===== config.mk =====
export PLATFORM = sky130hd
export DESIGN_NAME = alu_result_bcd
export DESIGN_NICKNAME = d
export VERILOG_FILES = /design/src/rtl/alu_result_bcd_pkg.sv /design/src/rtl/alu_result_bcd_add3.sv /design/src/rtl/alu_result_bcd.sv
export SDC_FILE = /design/constraint.sdc
export NUM_CORES = 1
export LEC_CHECK = 0
export CAP_MARGIN = 20
export CORE_MARGIN = 3
export CORE_UTILIZATION = 30
export CTS_CLUSTER_DIAMETER = 200
export DETAILED_ROUTE_END_ITERATION = 10
export SLEW_MARGIN = 20
export SYNTH_ARGS = -nofsm -noshare
export SYNTH_HDL_FRONTEND = slang
export SYNTH_SLANG_ARGS = --single-unit

===== constraint.sdc =====
create_clock -name clk -period 2.1 [get_ports clk]
set_input_delay 0.42 -clock clk [delete_from_list [all_inputs] [get_ports clk]]
set_output_delay 0.42 -clock clk [all_outputs]
set_load 0.1 [all_outputs]

===== src/rtl/alu_result_bcd_pkg.sv =====
// Shared definitions for the ALU result BCD converter and its display stages.
// Holds the FSM state encodings and the BCD digit constants.
package alu_result_bcd_pkg;

  typedef enum logic [1:0] {
    ST_IDLE  = 2'd0,
    ST_SHIFT = 2'd1,
    ST_DONE  = 2'd2
  } bcdState_e;

  localparam int          BCD_DIGIT_W    = 4;
  localparam logic [3:0]  ADD3_THRESHOLD = 4'd5;
  localparam logic [3:0]  ADD3_VALUE     = 4'd3;

endpackage


===== src/rtl/alu_result_bcd_add3.sv =====
// Double-dabble correction cell for one BCD digit: adds 3 when the digit is 5 or more.
module bcd_add3
  import alu_result_bcd_pkg::*;
(
  input  logic [BCD_DIGIT_W-1:0] digitIn,
  output logic [BCD_DIGIT_W-1:0] digitOut
);

  assign digitOut = (digitIn >= ADD3_THRESHOLD) ? (digitIn + ADD3_VALUE) : digitIn;

endmodule


===== src/rtl/alu_result_bcd.sv =====
// Sequential binary-to-BCD converter downstream of the ALU; captures Y plus
// carry/overflow status and presents packed BCD through a valid/ready handshake.
//
// state    | meaning
// ---------+--------------------------------------------------------------
// ST_IDLE  | in_ready high, waiting for in_valid to capture a result
// ST_SHIFT | one shift-add-3 iteration per cycle, count runs WIDTH..1
// ST_DONE  | out_valid high, outputs held until out_ready
module alu_result_bcd
  import alu_result_bcd_pkg::*;
#(
  parameter int WIDTH  = 8,
  parameter int DIGITS = 3
) (
  input  logic                        clk,
  input  logic                        rst,
  input  logic                        in_valid,
  output logic                        in_ready,
  input  logic [WIDTH-1:0]            in_y,
  input  logic                        in_carry,
  input  logic                        in_ovf,
  output logic                        out_valid,
  input  logic                        out_ready,
  output logic [BCD_DIGIT_W*DIGITS-1:0] bcd,
  output logic                        out_carry,
  output logic                        out_ovf
);

  localparam int BW = BCD_DIGIT_W * DIGITS;
  localparam int CW = $clog2(WIDTH + 1);

  bcdState_e       state;
  bcdState_e       stateNext;
  logic            loadEn;
  logic            iterEn;
  logic [WIDTH-1:0] shiftReg;
  logic [BW-1:0]   accReg;
  logic [BW-1:0]   accCorr;
  logic [BW-1:0]   accShifted;
  logic [CW-1:0]   count;
  logic [BW-1:0]   bcdReg;
  logic            carryReg;
  logic            ovfReg;
  logic            lastIter;

  genvar g;
  generate
    for (g = 0; g < DIGITS; g++) begin : gDigit
      bcd_add3 uAdd3 (
        .digitIn  (accReg[g*BCD_DIGIT_W +: BCD_DIGIT_W]),
        .digitOut (accCorr[g*BCD_DIGIT_W +: BCD_DIGIT_W])
      );
    end
  endgenerate

  // The digit-count rule guarantees the bit shifted out of the accumulator top is zero.
  assign accShifted = (accCorr << 1) | {{(BW-1){1'b0}}, shiftReg[WIDTH-1]};
  assign lastIter   = (count == CW'(1));

  always_ff @(posedge clk or posedge rst) begin
    if (rst) state <= ST_IDLE;
    else     state <= stateNext;
  end

  always_comb begin
    stateNext = state;
    in_ready  = 1'b0;
    out_valid = 1'b0;
    loadEn    = 1'b0;
    iterEn    = 1'b0;
    case (state)
      ST_IDLE: begin
        in_ready = 1'b1;
        if (in_valid) begin
          loadEn    = 1'b1;
          stateNext = ST_SHIFT;
        end
      end
      ST_SHIFT: begin
        iterEn = 1'b1;
        if (lastIter) stateNext = ST_DONE;
      end
      ST_DONE: begin
        out_valid = 1'b1;
        if (out_ready) stateNext = ST_IDLE;
      end
      default: stateNext = ST_IDLE;
    endcase
  end

  always_ff @(posedge clk or posedge rst) begin
    if (rst) begin
      shiftReg <= '0;
      accReg   <= '0;
      count    <= '0;
      bcdReg   <= '0;
      carryReg <= 1'b0;
      ovfReg   <= 1'b0;
    end else if (loadEn) begin
      shiftReg <= in_y;
      accReg   <= '0;
      count    <= CW'(WIDTH);
      carryReg <= in_carry;
      ovfReg   <= in_ovf;
    end else if (iterEn) begin
      shiftReg <= shiftReg << 1;
      accReg   <= accShifted;
      count    <= count - CW'(1);
      // Output register only sees finished conversions.
      if (lastIter) bcdReg <= accShifted;
    end
  end

  assign bcd       = bcdReg;
  assign out_carry = carryReg;
  assign out_ovf   = ovfReg;

endmodule

==> results.md <==
Yosys:
- The synthesis warning total is 0.
- The synthesized-area fraction occupied by adder cells is 5.115%.
- The number of nets handed over by synthesis was 201.
- The cell area after technology mapping is 0.001957 sq mm.
- In the synthesized netlist the dominant register cell turns out to be sky130_fd_sc_hd__dfrtp_1.
- Of the synthesized area, sequential elements account for 51.15%.
- The xor and xnor fraction of the mapped netlist area is 1.343%.
- Counting distinct cell types in the post-synthesis netlist gives 33.
- The synthesized netlist cell count is 179.
- The mean post-synth cell area is 10.93 sq um.
- The synthesized-area fraction occupied by ao, oa, aoi and oai cells is 16.05%.
- Counting flops and latches in the post-synthesis netlist gives 40.
- By count the netlist is led by sky130_fd_sc_hd__dfrtp_1 (40), sky130_fd_sc_hd__o21ai_0 (20), sky130_fd_sc_hd__nand2_1 (14).
- In the synthesized netlist, mux cells make up 7.225% of the area.
- Yosys mapped a number of flops with a built-in enable equal to 0.
- Summing the areas of all and, or, nand and nor instances in the mapped netlist gives 14.07% of the synthesized area.
- The area share of the largest cell type after synthesis is 51.15%.
- The most common cell in the synthesized netlist is sky130_fd_sc_hd__dfrtp_1.
- The dominant combinational cell family by area after synthesis is compound AO/OA/AOI/OAI gates.
- The largest area contributor in the netlist is sky130_fd_sc_hd__dfrtp_1.
- For this run, asynchronously set or reset flops after synthesis account for 100.0%.
- By area the synthesized netlist is led by sky130_fd_sc_hd__dfrtp_1 (51%), sky130_fd_sc_hd__mux2_2 (5.2%), sky130_fd_sc_hd__ha_1 (5.1%), sky130_fd_sc_hd__o21ai_0 (5.1%), sky130_fd_sc_hd__a22o_1 (3.6%).

Worst setup path:
- The arrival time of the worst setup path is 1.38 ns.
- The worst setup path is captured at a primary output.
- The standard cell with the maximum stage delay on the critical path is sky130_fd_sc_hd__dfrtp_1.
- The category of the most critical setup path is register to primary output.
- Counting both buffers and inverters, the worst setup path holds a total of 1.
- In this run the worst path has a maximum fanout of 15.
- On the worst path, the slowest cell contributes a delay of 0.60 ns.
- The data required time at the worst endpoint is 1.68 ns.
- The type of element launching the critical path is a register.
- The critical path goes through nor2b_2 > buf_12.
- The family of cells with the greatest summed delay on the critical path is flip-flops.

Clock tree:
- The maximum level of the CTS H-tree is 2.
- The later pin in the worst-skew pair is clocked with a latency of 0.29 ns.
- After clock tree synthesis, the clock-pin slew on the worst setup and hold paths is 0.07 ns.
- The post-CTS setup buffer count is 0.
- In this run, post-CTS repair resized a total of 0 instances.
- The maximum clock path buffer count is 2.
- Clock tree synthesis selected as its root buffer the cell sky130_fd_sc_hd__clkbuf_8.
- Clock tree synthesis found a total of 40 sinks.
- The cts-stage hold buffer count is 0.
- TritonCTS built the clock tree.
- The number of clock buffers added by TritonCTS is 5.

Layout:
- The number of antenna repair diodes is 0.
- At the end of the flow, the number of nets in the layout was 233.
- The total of fill cells in the finished design is 608.
- The share of layout cells above drive strength 1 is 22.97%.
- From synthesis to final layout, the design area changed by 21.42%.

Global routing:
- The number of global-route vias before repair is 1360.
- The initial antenna violation count is 0.
- Summed over all layers, the global routing overflow is 0.
- Entering global routing, the biggest net connects 41 pins.
- The first global-routing pass estimated 6.589 mm of wire.
- The total routing usage reported by global routing is 11.33%.

STA:
- The final number of hold-violating endpoints came to 0.
- The setup TNS is 0 ns.
- At the pin with the least slew margin, the transition time is 0.5625 ns.
- Setup repair after global routing left no endpoint under its margin.
- The max-slew violation count is 0.
- Static timing analysis puts the maximum clock frequency at 555.6 MHz.
- Setup violations remaining at the end of the flow were counted as 0.
- The final critical-path share of the clock period is 85.71%.
- Headroom to the max-slew limit came out at 62.42%.
- The clock period minus final worst setup slack is 1.800 ns.
- Between clock sinks in the finished design, the worst skew comes to 0.003806 ns.
- Final hold analysis gives a worst-case slack of 0.4958 ns.

Job:
- The tool flagged a number of max-cap violations equal to 0.

Routing:
- The post-detailed-route via-to-cell ratio is 4.901.
- The first-pass iteration count of the detailed router is 4.
- The final layout contains routed wiring with a total length of 3.777 mm.
- In the routed design, unresolved DRC markers number 0.
- The vias after detailed routing is 1392.
- The count of antenna-violating nets left after detailed routing is 0.
- The mean routed wirelength per cell is 13.30 microns.
- The DRC marker count from the first detailed-route iteration is 78.

Floorplan:
- Once the floorplan was initialized, standard cells occupied 31.92% of the core.
- Measured along the x axis, the die boundary spans 86.77 microns.
- The die outline area is 0.007528 sq mm.
- The standard-cell row count is 28.
- The floorplan step set the die height to 86.77 microns.
- In this run the count of I/O pins placed on the die edge is 30.
- The core box area is 0.006131 sq mm.

Run status:
- The flow ran to the end, and the final reports show no timing, DRC or antenna violations.

Hold path:
- The worst min-delay path category is register to register.

Place:
- Port buffering added 29 buffers.
- The placed wire-length estimate after detailed placement is 2.580 mm.
- The routability congestion estimate is 0.7188.
## logic make-up (layout without fill, tap and decap cells)
logic type | after synthesis | after routing
AO/OA/AOI/OAI | 49 | 49
AND/OR/NAND/NOR | 47 | 47
flip-flops | 40 | 40
buffers and inverters | 19 | 49
multiplexers | 13 | 13
adder cells (fa/ha/maj) | 8 | 8
XOR/XNOR | 3 | 3
## per-layer routing
layer  GRT usage (%)  vias to the layer above  share of wire [%]  routed length, microns
met1           15.22                      669                 47                    1787
li1                -                      684                  -                       -
met5               0                        -                  0                       0
met3           3.232                        8                5.3                     200
met4           5.099                        0                1.9                      70
met2           16.90                       31                 46                    1719
## flip-flops by register name (all words and copies together), names as in the netlist
name,flops
accReg,12
bcd,12
count,4
out_carry,1
out_ovf,1
shiftReg,8
state,2
## tightest hold or removal path: stages, from the launching register on
cell and delay [ns]:
sky130_fd_sc_hd__dfrtp_1 0.35, sky130_fd_sc_hd__nand2_1 0.05, sky130_fd_sc_hd__o21ai_0 0.07
## stage by stage
stage          instance area [sq um]  instances  utilization, %  setup WS (ns)
6_report                        2376        284           38.76         0.3002
5_1_grt                         2376        284           38.76         0.1665
4_1_cts                         2376        284           38.76         0.2736
3_5_place_dp                    2307        279           37.63         0.3494
3_3_place_gp                    2307        279           37.63         0.3753
2_1_floorplan                   1962        179               -        0.05318
## final timing paths
| check | depth (start not counted) | from | to | slack, ns |
|---|---|---|---|---|
| max | 2 | state[1] | out_valid | 0.30 |
| max reg2reg | 6 | count[1] | bcd[2] | 0.35 |
| max in group asynchronous | 3 | rst | count[2] | 1.19 |
| min | 2 | shiftReg[5] | shiftReg[5] | 0.50 |
| min reg2reg | 2 | shiftReg[5] | shiftReg[5] | 0.50 |
| min in group asynchronous | 3 | rst | out_carry | 0.55 |
## layout by cell type, fill, tap and decap left out, types with 2 or more instances in the layout
| master | instances |
|---|---|
| sky130_fd_sc_hd__nand2b_1 | 5 |
| sky130_fd_sc_hd__a31oi_2 | 2 |
| sky130_fd_sc_hd__mux2_2 | 9 |
| sky130_fd_sc_hd__clkdlybuf4s50_1 | 13 |
| sky130_fd_sc_hd__nor2_1 | 4 |
| sky130_fd_sc_hd__nor2_2 | 3 |
| sky130_fd_sc_hd__a22oi_1 | 3 |
| sky130_fd_sc_hd__a21oi_1 | 12 |
| sky130_fd_sc_hd__a22o_1 | 8 |
| sky130_fd_sc_hd__nand2_1 | 14 |
| sky130_fd_sc_hd__ha_1 | 8 |
| sky130_fd_sc_hd__o21ai_0 | 20 |
| sky130_fd_sc_hd__and2b_1 | 2 |
| sky130_fd_sc_hd__and3b_1 | 4 |
| sky130_fd_sc_hd__xnor2_1 | 3 |
| sky130_fd_sc_hd__nor3b_1 | 2 |
| sky130_fd_sc_hd__nor2b_1 | 2 |
| sky130_fd_sc_hd__dfrtp_1 | 40 |
| sky130_fd_sc_hd__inv_1 | 10 |
| sky130_fd_sc_hd__or3b_2 | 3 |
| sky130_fd_sc_hd__clkbuf_8 | 5 |
| sky130_fd_sc_hd__buf_12 | 2 |
| sky130_fd_sc_hd__buf_4 | 19 |
| sky130_fd_sc_hd__nor3_1 | 4 |
| sky130_fd_sc_hd__mux2i_1 | 4 |
## cell type report
class | count | area [sq um] | area share [%]
clock buffer | 5 | 68.82 | 2.896
inverter | 10 | 37.54 | 1.580
multi-input combinational | 120 | 862.1 | 36.28
sequential | 40 | 1001 | 42.13
tap | 75 | 93.84 | 3.949
timing repair buffer | 34 | 312.8 | 13.16
Power is left out: the tool's default activity adds up to more than one toggle a clock period on the data nets, which glitch-free logic cannot reach.
